File: src/rtl/llc_pkg.sv
// Shared LLC widths, address types and the stall-tracker sweep state encoding.
package llc_pkg;

  localparam int LLC_SET_BITS   = 8;
  localparam int LLC_TAG_BITS   = 18;
  localparam int LINE_ADDR_BITS = LLC_SET_BITS + LLC_TAG_BITS;

  typedef logic [LLC_SET_BITS-1:0]   llc_set_t;
  typedef logic [LLC_TAG_BITS-1:0]   llc_tag_t;
  typedef logic [LINE_ADDR_BITS-1:0] line_addr_t;

  typedef enum logic [1:0] {
    STALL_IDLE        = 2'd0,
    STALL_RST_SWEEP   = 2'd1,
    STALL_FLUSH_SWEEP = 2'd2
  } stall_state_t;

endpackage

File: src/rtl/llc_sweep_counter.sv
// Set counter walked by the reset/flush sweep; clear has priority over incr.
module llc_sweep_counter #(
  parameter int WIDTH = 8
) (
  input  logic             clk,
  input  logic             rst,
  input  logic             clear,
  input  logic             incr,
  output logic [WIDTH-1:0] count,
  output logic             wrap
);

  always_ff @(posedge clk or posedge rst) begin
    if (rst) begin
      count <= '0;
    end else if (clear) begin
      count <= '0;
    end else if (incr) begin
      count <= count + WIDTH'(1);
    end
  end

  // High on the step that takes the last set back to zero.
  assign wrap = incr & (&count);

endmodule

File: src/rtl/llc_stall_tracker.sv
// LLC stall/resume bookkeeping between the input arbiter and set-select:
// reset/flush sweep FSM, stalled-request capture and the DMA line address.
module llc_stall_tracker
  import llc_pkg::*;
#(
  parameter int SET_BITS   = LLC_SET_BITS,
  parameter int TAG_BITS   = LLC_TAG_BITS,
  parameter int LADDR_BITS = SET_BITS + TAG_BITS
) (
  input  logic                  clk,
  input  logic                  rst,
  input  logic                  start_rst,
  input  logic                  start_flush,
  input  logic                  pipe_idle,
  input  logic                  set_req_stall,
  input  logic [SET_BITS-1:0]   stall_set,
  input  logic [TAG_BITS-1:0]   stall_tag,
  input  logic                  incr_rst_flush_stalled_set,
  input  logic                  clr_rst_stall,
  input  logic                  clr_flush_stall,
  input  logic                  clr_req_stall,
  input  logic                  update_dma_addr_from_req,
  input  logic                  dma_start,
  input  logic [LADDR_BITS-1:0] dma_req_in_addr,
  output logic                  rst_stall,
  output logic                  flush_stall,
  output logic                  req_stall,
  output logic [SET_BITS-1:0]   rst_flush_stalled_set,
  output logic [SET_BITS-1:0]   req_in_stalled_set,
  output logic [TAG_BITS-1:0]   req_in_stalled_tag,
  output logic                  is_rst_to_resume,
  output logic                  is_flush_to_resume,
  output logic [LADDR_BITS-1:0] dma_addr
);

  stall_state_t state_reg, state_next;
  logic         sweep_done;
  logic         sweep_active;
  logic         sweep_clear;
  logic         sweep_incr;
  logic         sweep_wrap;

  always_ff @(posedge clk or posedge rst) begin
    if (rst) begin
      state_reg <= STALL_IDLE;
    end else begin
      state_reg <= state_next;
    end
  end

  // Reset start wins over flush start; clr only ends the sweep it belongs to.
  always_comb begin
    state_next = state_reg;
    sweep_done = 1'b0;
    case (state_reg)
      STALL_IDLE: begin
        if (start_rst) begin
          state_next = STALL_RST_SWEEP;
        end else if (start_flush) begin
          state_next = STALL_FLUSH_SWEEP;
        end
      end
      STALL_RST_SWEEP: begin
        if (clr_rst_stall) begin
          state_next = STALL_IDLE;
          sweep_done = 1'b1;
        end
      end
      STALL_FLUSH_SWEEP: begin
        if (clr_flush_stall) begin
          state_next = STALL_IDLE;
          sweep_done = 1'b1;
        end
      end
      default: state_next = STALL_IDLE;
    endcase
  end

  always_comb begin
    rst_stall          = (state_reg == STALL_RST_SWEEP);
    flush_stall        = (state_reg == STALL_FLUSH_SWEEP);
    is_rst_to_resume   = rst_stall & pipe_idle;
    is_flush_to_resume = flush_stall & pipe_idle;
  end

  assign sweep_active = (state_reg != STALL_IDLE);
  assign sweep_incr   = sweep_active & incr_rst_flush_stalled_set;
  assign sweep_clear  = sweep_done | (~sweep_active & (state_next != STALL_IDLE));

  llc_sweep_counter #(
    .WIDTH (SET_BITS)
  ) u_sweep_counter (
    .clk   (clk),
    .rst   (rst),
    .clear (sweep_clear),
    .incr  (sweep_incr),
    .count (rst_flush_stalled_set),
    .wrap  (sweep_wrap)
  );

  // A simultaneous set and clr is a release followed by a fresh stall.
  always_ff @(posedge clk or posedge rst) begin
    if (rst) begin
      req_stall          <= 1'b0;
      req_in_stalled_set <= '0;
      req_in_stalled_tag <= '0;
    end else if (set_req_stall) begin
      req_stall          <= 1'b1;
      req_in_stalled_set <= stall_set;
      req_in_stalled_tag <= stall_tag;
    end else if (clr_req_stall) begin
      req_stall          <= 1'b0;
    end
  end

  always_ff @(posedge clk or posedge rst) begin
    if (rst) begin
      dma_addr <= '0;
    end else if (dma_start) begin
      dma_addr <= dma_req_in_addr;
    end else if (update_dma_addr_from_req) begin
      dma_addr <= dma_addr + LADDR_BITS'(1);
    end
  end

  a_no_double_stall: assert property (
    @(posedge clk) disable iff (rst)
      (set_req_stall && !clr_req_stall) |-> !req_stall);

  a_clr_on_last_set: assert property (
    @(posedge clk) disable iff (rst)
      ((rst_stall && clr_rst_stall) || (flush_stall && clr_flush_stall)) |-> sweep_wrap);

endmodule
File: config.mk
export PLATFORM = sky130hd
export DESIGN_NAME = llc_stall_tracker
export DESIGN_NICKNAME = d
export VERILOG_FILES = /design/src/rtl/llc_pkg.sv /design/src/rtl/llc_sweep_counter.sv /design/src/rtl/llc_stall_tracker.sv
export SDC_FILE = /design/constraint.sdc
export NUM_CORES = 1
export LEC_CHECK = 0
export BUFFER_PORTS_ARGS = -buffer_cell sky130_fd_sc_hd__buf_2
export CORE_MARGIN = 2
export CORE_UTILIZATION = 40
export CTS_CLUSTER_DIAMETER = 50
export DETAILED_ROUTE_END_ITERATION = 12
export HOLD_SLACK_MARGIN = 0.08
export PLACE_DENSITY = 0.77
export SETUP_SLACK_MARGIN = 0.2
export SYNTH_ARGS = -nofsm -noshare
export SYNTH_HDL_FRONTEND = slang
export SYNTH_SLANG_ARGS = --single-unit
File: constraint.sdc
create_clock -name clk -period 2.1 [get_ports clk]
set_input_delay 0.42 -clock clk [delete_from_list [all_inputs] [get_ports clk]]
set_output_delay 0.42 -clock clk [all_outputs]
set_load 0.01 [all_outputs]
==> impl_metrics.csv <==
group,metric,value,unit
clock_network,clock_latency,330,ps
route,first_iter_violations,71,
global_routing,grt_max_degree,28,
synth,synth_edf_count,0,
pwr,switchingPower,1060,uW
pwr,comb_power_share,0.248,
synth,ys.flop_type,"dfrtp_1",
pwr,p_clk_frac,0.314,
sta,slew_violations,0,
synth,synth_nets,345,
floorplan,die_x,91.3,um
floorplan,die_h,91.3,um
clock_network,cts_buffers,9,
clock_network,clock_tree.buffer_depth,2,
synth,yosys_warnings,0,
floorplan,rows,31,
route,num_vias,2532,
sta,period_share,0.866,
sta,hold_violations,0,
global_routing,antenna_found_initial,0,
route,drc,0,
clock_network,cts_tree,"done",
global_routing,grt_pass1_wl,11300,um
floorplan,io_pins,129,
synth,yosysTopAreaCellShare,0.517,
cells_and_area,diodes,0,
place,place_congestion,0.818,
pwr,switching_share,0.312,
place,placed_cells,495,
pwr,p_seq_frac,0.438,
floorplan,dieArea,8330,um^2
clock_network,path_clk_slew,70,ps
cells_and_area,fin_util,0.556,
worst_setup_path,critPathCaptureType,"flip-flop",
route,wirelength,6890,um
cells_and_area,nFillCells,668,
synth,synthTopCellsByCount,"63 x dfrtp_1, 34 x nand2_1, 29 x mux2_2, 20 x xor2_1, 19 x o21ai_0",
outcome,status,"complete, no violations",
global_routing,grt_pass1_vias,2449,
cells_and_area,nets,482,
worst_setup_path,path_class,"flip-flop to flip-flop",
synth,ys_seq_elements,63,
cells_and_area,largest_reg_flops,26,
cells_and_area,instances_no_fill,515,
worst_setup_path,slowest_stage,"dfrtp_2",
sta,setup_viol,0,
clock_network,cts_sinks,63,
route,ant_nets,0,
synth,syn_avg_cell_area,11.1,um^2
sta,slew_headroom,0.602,
floorplan,start_util,0.416,
worst_setup_path,cpPeakStageDelay,450,ps
synth,yosys.area.top_type,"dfrtp_1",
synth,synth.most_common_cell,"dfrtp_1",
place,dp_slack,90.4,ps
place,port_buffers,128,
floorplan,core_area,7330,um^2
sta,fin_skew,8.03,ps
cells_and_area,layout-drive-gt1-share,0.483,
synth,synth.area.top_cells,"dfrtp_1 52%, mux2_2 11%, xor2_1 5.7%, nand2_1 4.2%, o21ai_0 3.1%",
worst_setup_path,worstPathCellList,"inv_2, ha_2, nor2b_2, o21ai_0, a211o_1, a21boi_4, nor3_1",
global_routing,gr-total-overflow,0,
sta,fmax,550,MHz
cells_and_area,top_register,"dma_addr",
synth,syn_inst,274,
synth,synthArstFlopShare,1.00,
pwr,ir_drop,0.000320,V
synth,syn-cell-area,3050,um^2
global_routing,grt.total_usage,0.170,
cells_and_area,syn2layout_area_growth,33.9,%
worst_setup_path,cp.arrival,2010,ps
min_path,hp-class,"input pin to async pin",
route,dr.pass1.iters,4,
synth,ys_seq_area_frac,0.517,
route,viasPerCell,4.92,
sta,tightestPinTransition,596,ps
cells_and_area,layout_top_registers,"dma_addr: 26 flops, req_in_stalled_tag: 18 flops",
flow_run,max_cap_violations,0,
sta,finalCriticalPeriod,1820,ps
clock_network,ctsRootBufferMaster,"clkbuf_8",
pwr,internal_power,2340,uW
synth,yosysUniqueCellTypes,35,
worst_setup_path,path_max_fanout,6,
pwr,power_density,834,nW/um^2
clock_network,cts-htree-levels,3,
sta,timing.final.ws_setup,281,ps
route,routedWlPerCell,13.4,um
sta,finalSetupTns,0,ps
place,dp_hpwl,5280,um
pwr,power.leakage,0.00195,uW
pwr,power,3400,uW
worst_setup_path,start_kind,"flip-flop",
sta,rsz0062_at_grt,"true",
worst_setup_path,worstPathRequired,2290,ps
## layout make-up
| class | count | area (um^2) | area share |
|---|---|---|---|
| inverters | 6 | 26.3 | 0.00644 |
| clock inverters | 6 | 70.1 | 0.0172 |
| repair buffers | 137 | 708 | 0.174 |
| well taps | 99 | 124 | 0.0304 |
| clock buffers | 10 | 138 | 0.0337 |
| multi-input cells | 194 | 1430 | 0.351 |
| flip-flops and latches | 63 | 1580 | 0.387 |
## placed cells by master (no fill, tap or decap), drive strengths merged, types with 3 or more instances in the layout
cell	count
and2	3
and3	4
and4	5
buf	137
clkbuf	10
clkinvlp	4
dfrtp	63
ha	7
inv	5
mux2	29
nand2	34
nand3	9
nand4	13
nor2	4
nor2b	6
nor3	6
o21ai	27
xnor2	9
xor2	20
## metrics by stage
| stage | instance area, um^2 | hold WS, ps |
|---|---|---|
| 2_1_floorplan | 3050 | 521 |
| 3_3_place_gp | 3810 | 468 |
| 3_5_place_dp | 3810 | 479 |
| 4_1_cts | 4040 | 127 |
| 5_1_grt | 4080 | 140 |
| 6_report | 4080 | 107 |
## critical path, delay by kind of cell, from the launching register on
family / cells / cell delay (ps)
AO/OA/AOI/OAI: 3 / 700
flip-flops: 1 / 450
AND/OR/NAND/NOR: 2 / 250
adder cells (fa/ha/maj): 1 / 200
buffers and inverters: 1 / 80
## logic make-up (layout without fill, tap and decap cells)
logic type                 after synthesis  after routing  synth area share
xor gates and xnor gates                29             29            0.0834
AOI/OAI and AO/OA                       37             37            0.0678
buffers and inverters                   17            159            0.0209
muxes                                   30             30             0.110
adders and majority gates                7              7            0.0287
and+or+nand+nor                         91             91             0.171
DFF                                     63             63             0.517
## worst paths after layout
path	cells after the start	from	to	slack (ps)
max in group asynchronous	3	rst	req_in_stalled_tag[13]$_DFFE_PP0P_	1350
worst max-delay path	7	state_reg[0]$_DFF_PP0_	u_sweep_counter.count[7]$_DFFE_PP0P_	280
worst max register to register	7	state_reg[0]$_DFF_PP0_	u_sweep_counter.count[7]$_DFFE_PP0P_	280
min in group clk	3	dma_req_in_addr[7]	dma_addr[7]$_DFFE_PP0P_	290
worst min register to register	1	req_stall$_DFFE_PP0P_	req_stall$_DFFE_PP0P_	490
worst min-delay path	2	rst	dma_addr[8]$_DFFE_PP0P_	110
## power by group through the flow
stage	clock network [uW]	logic (uW)	registers (uW)
6_report	1070	844	1490
5_1_grt	1160	927	1510
4_1_cts	1100	814	1490
3_5_place_dp	0	771	1510
3_3_place_gp	0	740	1500
2_1_floorplan	0	417	1550
## routing by layer
| metal | GRT usage | part of all wire | routed length, um | vias to the layer above |
|---|---|---|---|---|
| met2 | 0.284 | 0.48 | 3320 | 98 |
| met3 | 0.0423 | 0.057 | 390 | 8 |
| li1 | - | - | - | 1234 |
| met5 | 0 | 0 | 0 | - |
| met4 | 0.0631 | 0.012 | 83 | 0 |
| met1 | 0.212 | 0.45 | 3100 | 1192 |
## what timing repair did
action	CTS	global route
gates cloned	0	0
endpoints found under the setup margin	5	12
pin swaps	0	3
endpoints found under the hold margin	0	0
gates resized for setup	3	8
hold buffers	0	0
buffers inserted	1	3
No activity file was read; power rests on OpenSTA's default activity.
